===== src/rtl/muldiv_unit.sv =====
// muldiv_unit
//   Iterative multiply/divide unit that sits beside the single-cycle ALU.
//   Handles MULT, MULTU, DIV and DIVU. An operation takes WIDTH+2 cycles
//   from the cycle start is sampled. The 2*WIDTH-bit result lands in HI/LO.
//   One CALC cycle does one shift-add multiply step or one restoring-divide
//   step on operand magnitudes. FIX then applies the sign corrections.
//
// Ports
//   clk          system clock, rising edge
//   rst          asynchronous active-high reset
//   start        request a new operation (sampled in IDLE or DONE only)
//   op           00 MULT, 01 MULTU, 10 DIV, 11 DIVU
//   in1          multiplicand / dividend (rs)
//   in2          multiplier / divisor (rt)
//   busy         operation in progress (CALC or FIX)
//   done         one-cycle completion pulse; hi/lo valid from this cycle
//   hi           MULT*: upper product half; DIV*: remainder
//   lo           MULT*: lower product half; DIV*: quotient
//   div_by_zero  set with done when a divide had in2 == 0
module muldiv_unit #(
    parameter int WIDTH = 32
) (
    input  logic             clk,
    input  logic             rst,
    input  logic             start,
    input  logic [1:0]       op,
    input  logic [WIDTH-1:0] in1,
    input  logic [WIDTH-1:0] in2,
    output logic             busy,
    output logic             done,
    output logic [WIDTH-1:0] hi,
    output logic [WIDTH-1:0] lo,
    output logic             div_by_zero
);

    localparam int CNT_W = (WIDTH > 1) ? $clog2(WIDTH) : 1;

    typedef enum logic [1:0] {
        IDLE = 2'd0,
        CALC = 2'd1,
        FIX  = 2'd2,
        DONE = 2'd3
    } state_t;

    state_t                 state, state_nxt;
    logic [CNT_W-1:0]       cnt;
    logic                   accept;
    logic                   last_iter;

    // Operation context latched at acceptance
    logic                   is_div;
    logic                   neg_q;      // product / quotient must be negated
    logic                   neg_r;      // remainder must be negated
    logic                   dz_op;      // divide with zero divisor
    logic [WIDTH-1:0]       dividend;   // raw in1, returned in hi on divide by zero
    logic [WIDTH-1:0]       opnd;       // multiplicand magnitude or divisor magnitude
    logic [2*WIDTH-1:0]     acc;        // {upper, lower} working register

    logic signed [WIDTH-1:0] in1_s, in2_s;
    logic                    op_signed;
    logic                    neg_a, neg_b;
    logic [WIDTH-1:0]        mag_a, mag_b;
    logic [2*WIDTH-1:0]      result_fix;

    // ------------------------------------------------------------------
    // Arithmetic helpers
    // ------------------------------------------------------------------

    // Magnitude as an unsigned value; the most-negative input maps to
    // 2^(WIDTH-1), which still fits in WIDTH unsigned bits.
    function automatic logic [WIDTH-1:0] magnitude(input logic signed [WIDTH-1:0] x,
                                                   input logic                    neg);
        logic signed [WIDTH-1:0] n;
        n = -x;
        return neg ? $unsigned(n) : $unsigned(x);
    endfunction

    // Shift-add multiply step. The multiplier sits in the lower half and is
    // consumed LSB first. The partial product grows in from the top.
    function automatic logic [2*WIDTH-1:0] mul_step(input logic [2*WIDTH-1:0] rq,
                                                    input logic [WIDTH-1:0]   m);
        logic [WIDTH:0] sum;
        sum = {1'b0, rq[2*WIDTH-1:WIDTH]} + {1'b0, (rq[0] ? m : {WIDTH{1'b0}})};
        return {sum, rq[WIDTH-1:1]};
    endfunction

    // Restoring divide step. The upper half is the partial remainder. The
    // lower half shifts the dividend out MSB first and the quotient in at
    // the LSB. A clear borrow bit means the trial subtraction succeeded.
    function automatic logic [2*WIDTH-1:0] div_step(input logic [2*WIDTH-1:0] rq,
                                                    input logic [WIDTH-1:0]   d);
        logic [WIDTH:0] trial;
        trial = {rq[2*WIDTH-1:WIDTH], rq[WIDTH-1]} - {1'b0, d};
        if (!trial[WIDTH])
            return {trial[WIDTH-1:0], rq[WIDTH-2:0], 1'b1};
        return {rq[2*WIDTH-2:0], 1'b0};
    endfunction

    // Product sign correction: negate the full double-width magnitude.
    function automatic logic [2*WIDTH-1:0] fix_mul(input logic [2*WIDTH-1:0] p,
                                                   input logic               neg);
        logic signed [2*WIDTH-1:0] ps;
        ps = p;
        return neg ? $unsigned(-ps) : p;
    endfunction

    // Quotient/remainder sign correction. The quotient truncates toward zero
    // and the remainder follows the dividend sign. Divide by zero returns
    // {dividend, all ones}. The most-negative / -1 case needs no special
    // path: the magnitude quotient 2^(WIDTH-1) negates to itself.
    function automatic logic [2*WIDTH-1:0] fix_div(input logic [2*WIDTH-1:0] rq,
                                                   input logic               nq,
                                                   input logic               nr,
                                                   input logic               dz,
                                                   input logic [WIDTH-1:0]   dvd);
        logic signed [WIDTH-1:0] q, r;
        q = rq[WIDTH-1:0];
        r = rq[2*WIDTH-1:WIDTH];
        if (dz)
            return {dvd, {WIDTH{1'b1}}};
        return {(nr ? $unsigned(-r) : $unsigned(r)), (nq ? $unsigned(-q) : $unsigned(q))};
    endfunction

    // ------------------------------------------------------------------
    // Operand conditioning at acceptance
    // ------------------------------------------------------------------
    assign in1_s     = in1;
    assign in2_s     = in2;
    assign op_signed = ~op[0];
    assign neg_a     = op_signed && (in1_s < 0);
    assign neg_b     = op_signed && (in2_s < 0);
    assign mag_a     = magnitude(in1_s, neg_a);
    assign mag_b     = magnitude(in2_s, neg_b);

    assign accept    = start && ((state == IDLE) || (state == DONE));
    assign last_iter = (cnt == CNT_W'(WIDTH - 1));

    assign busy      = (state == CALC) || (state == FIX);
    assign done      = (state == DONE);

    // ------------------------------------------------------------------
    // Control FSM
    // ------------------------------------------------------------------
    always_ff @(posedge clk or posedge rst) begin
        if (rst)
            state <= IDLE;
        else
            state <= state_nxt;
    end

    always_comb begin
        state_nxt = state;
        case (state)
            IDLE:    if (accept) state_nxt = CALC;
            CALC:    if (last_iter) state_nxt = FIX;
            FIX:     state_nxt = DONE;
            DONE:    state_nxt = accept ? CALC : IDLE;
            default: state_nxt = IDLE;
        endcase
    end

    // Iteration counter, result registers and the divide-by-zero flag.
    // hi/lo only move on the FIX -> DONE edge, so they hold the previous
    // result throughout CALC and FIX.
    always_ff @(posedge clk or posedge rst) begin
        if (rst) begin
            cnt         <= '0;
            hi          <= '0;
            lo          <= '0;
            div_by_zero <= 1'b0;
        end else begin
            if (accept)
                cnt <= '0;
            else if (state == CALC)
                cnt <= cnt + CNT_W'(1);

            if (state == FIX) begin
                hi          <= result_fix[2*WIDTH-1:WIDTH];
                lo          <= result_fix[WIDTH-1:0];
                div_by_zero <= dz_op;
            end else if (accept) begin
                div_by_zero <= 1'b0;
            end
        end
    end

    // ------------------------------------------------------------------
    // Datapath: latch on accept, iterate in CALC
    // ------------------------------------------------------------------
    always_ff @(posedge clk) begin
        if (accept) begin
            is_div   <= op[1];
            neg_q    <= neg_a ^ neg_b;
            neg_r    <= neg_a;
            dz_op    <= op[1] && (in2 == '0);
            dividend <= in1;
            if (op[1]) begin
                opnd <= mag_b;
                acc  <= {{WIDTH{1'b0}}, mag_a};
            end else begin
                opnd <= mag_a;
                acc  <= {{WIDTH{1'b0}}, mag_b};
            end
        end else if (state == CALC) begin
            acc <= is_div ? div_step(acc, opnd) : mul_step(acc, opnd);
        end
    end

    // ------------------------------------------------------------------
    // FIX stage: sign correction feeding hi/lo
    // ------------------------------------------------------------------
    assign result_fix = is_div ? fix_div(acc, neg_q, neg_r, dz_op, dividend)
                               : fix_mul(acc, neg_q);

endmodule


===== config.mk =====
export PLATFORM = sky130hd
export DESIGN_NAME = muldiv_unit
export DESIGN_NICKNAME = d
export VERILOG_FILES = /design/src/rtl/muldiv_unit.sv
export SDC_FILE = /design/constraint.sdc
export NUM_CORES = 1
export LEC_CHECK = 0
export CORE_MARGIN = 4
export CORE_UTILIZATION = 60
export CTS_CLUSTER_DIAMETER = 150
export CTS_CLUSTER_SIZE = 12
export DETAILED_ROUTE_END_ITERATION = 16
export GPL_TIMING_DRIVEN = 1
export PLACE_DENSITY = 0.85
export SLEW_MARGIN = 20
export SYNTH_ARGS = -nofsm -noshare
export SYNTH_HDL_FRONTEND = slang
export SYNTH_SLANG_ARGS = --single-unit
export TNS_END_PERCENT = 5

===== constraint.sdc =====
create_clock -name clk -period 7.6 [get_ports clk]
set_clock_uncertainty 0.1 [all_clocks]
set_input_delay 1.14 -clock clk [delete_from_list [all_inputs] [get_ports clk]]
set_output_delay 1.14 -clock clk [all_outputs]
set_load 0.05 [all_outputs]

==> results_dict.tcl <==
set metrics [dict create \
    ys_seq_area_share_pct 35.1 \
    power_density_nw_per_um2 531 \
    synth_ff_type "edfxtp_1" \
    ys_types 85 \
    dpl-instance-area_sq_um 17900 \
    post_cts_resized 0 \
    maxSlewHeadroom_pct 28.6 \
    fin_crit_sh_pct 59.8 \
    fmax_ghz 0.220 \
    ant_nets 0 \
    required_ns 7.76 \
    port_buffers 135 \
    drtIter0Drc 1918 \
    worstPathMaxFanout 33 \
    drive_above_1_share_pct 4.17 \
    placeableCoreArea_sq_um 27000 \
    die_area_sq_um 30100 \
    p_total_uw 9840 \
    utilization_pct 68.7 \
    die_h_microns 174 \
    cts_max_level 1 \
    area_growth_pct 12.7 \
    cts_hold_buffers 0 \
    worstPathArrival_ns 4.71 \
    status "finished, final reports clean" \
    drv_slew 0 \
    multiInputGateArea_sq_um 10000 \
    clk_pin_slew_ns 0.07 \
    drc 0 \
    cts_buffer_depth 3 \
    dpl.hpwl_microns 39100 \
    syn-cell-area_sq_um 16400 \
    yosys-top-cells-count "174 x nor2_1, 146 x a21oi_1, 145 x nand2_1, 136 x o21ai_0, 132 x edfxtp_1" \
    ys_top_cells_by_area "edfxtp_1 24%, dfrtp_1 11%, mux2i_1 6.1%" \
    die_x_microns 174 \
    vias_per_cell 6.82 \
    synth_edf_count 132 \
    ys_ff_latch 204 \
    grt_pass1_vias 14908 \
    synth.most_common_cell "nor2_1" \
    cts_tree "built" \
    nets 2076 \
    avgRoutedWirePerCell_microns 23.5 \
    yosys.area.top_type "edfxtp_1" \
    postSynth.asyncResetShare_pct 35.3 \
    fin_area_sq_um 18500 \
    rsz0062_at_grt "false" \
    start_util_pct 61.0 \
    cap_viol_max_count 0 \
    syn_avg_cell_area_sq_um 8.81 \
    hold_path_class "reg2reg" \
    crit_type "reg2reg" \
    cp-end-kind "flip-flop" \
    cts_setup_buffers 0 \
    syn_nets 2011 \
    power.leakage_uw 0.00735 \
    clockRootBuffer "clkbuf_16" \
    r2r_slack_ns 3.06 \
    seqCellArea_sq_um 5770 \
    grtUsageTotal_pct 34.1 \
    firstDrtPassIters 8 \
    core.rowCount 60 \
    routabilityCongestion 1.05 \
    hold_viol_final 0 \
    syn_inst 1866 \
    cp-start-kind "flip-flop" \
    antenna_found_initial 0 \
    clkLatencyLatePin_ns 0.52 \
    overflow 0 \
    worst-slew-pin-transition_ns 1.07 \
    yosysWarnings 0 \
    period_needed_ns 4.54 \
    grt_pass1_wl_microns 83000 \
    cts_buffers 20 \
    yosysTopAreaCellShare_pct 24.1 \
    totalWireLength_microns 53600 \
    finalSetupViolations 0 \
    ir_drop_mv 0.687 \
    grt_start_max_net_pins 73 \
    fill_cells 2118 \
    io_pins 136 \
    cts_num_sinks 204 \
    vias 15584 \
    tns_ns 0 \
]
## logic make-up after synthesis
family	Yosys count	synth area share, %
flip-flops	204	35.1
adder cells (fa/ha/maj)	76	5.87
AO/OA/AOI/OAI	513	19.6
XOR/XNOR	200	10.7
buffers and inverters	177	4.22
AND/OR/NAND/NOR	589	18.0
multiplexers	107	6.56
## where the power goes
| part | internal [uW] | switching, uW |
|---|---|---|
| clock network | 496 | 437 |
| logic | 2270 | 3970 |
| registers | 1930 | 731 |
| total | 4700 | 5140 |
## path summary, 6_finish.rpt
check / endpoint / startpoint / cells past startpoint
max: acc[59] / acc[0] / 13
min: hi[3] / hi[3] / 2
max reg2reg: acc[59] / acc[0] / 13
min reg2reg: hi[3] / hi[3] / 2
max in group asynchronous: state[0] / rst / 4
min in group asynchronous: lo[3] / rst / 3
## per-stage QoR
step	worst slack [ns]	hold slack [ns]	cells
after detailed placement	3.08	0.383	2249
after global routing	2.78	0.435	2285
after global placement	3.15	0.388	2249
after floorplan	3.53	0.393	1866
final	3.06	0.405	2286
after CTS	3.01	0.407	2284
## critical path, stage by stage, from the launching register on
cell and delay [ns]:
edfxtp_1 0.49, inv_1 0.09, buf_4 0.36, nor2_1 0.15, fa_1 0.49, a211oi_1 0.35, o21ai_0 0.23, a31oi_1 0.33
o31ai_1 0.22, o32ai_1 0.55, a2bb2oi_1 0.41, o21ai_0 0.18, mux2i_1 0.22, o211ai_1 0.11
## state kept, by name, indices dropped and copies added, names as in the netlist, 2 cells and up
name / count
acc: 64
cnt: 5
dividend: 32
hi: 32
lo: 32
opnd: 32
state: 2
## cells in the final DEF, fill, tap and decap left out, types with 13 or more instances in the layout
master / n
xnor2_1: 89
o41ai_1: 17
a31oi_1: 25
or4_1: 14
inv_1: 64
and3_1: 13
clkdlybuf4s50_1: 134
nor4_1: 15
buf_4: 17
o31ai_1: 26
nand4_1: 23
nand2_1: 144
a21oi_1: 145
ha_1: 73
nor3_1: 32
o211ai_1: 21
dfrtp_1: 72
xor2_1: 111
nand3_1: 40
edfxtp_1: 132
nor2_1: 174
clkbuf_16: 20
o221ai_1: 27
clkbuf_1: 14
or3_1: 23
a21o_1: 28
o21ai_0: 136
mux2i_1: 101
nand2b_1: 44
## layer usage
metal	track usage, %	share of wire (%)
met5	0	0
met2	56.2	46
met1	44.9	38
met3	6.83	11
met4	12.4	4.6
## cell type report
cell class | instances | area share (%)
Multi-Input combinational cell | 1485 | 54.0
Antenna cell | 1 | 0.0135
Timing Repair Buffer | 153 | 8.11
Clock inverter | 1 | 0.0878
Inverter | 67 | 1.38
Tap cell | 341 | 2.30
Sequential cell | 204 | 31.1
Clock buffer | 34 | 2.99
No activity file was read; power rests on OpenSTA's default activity.
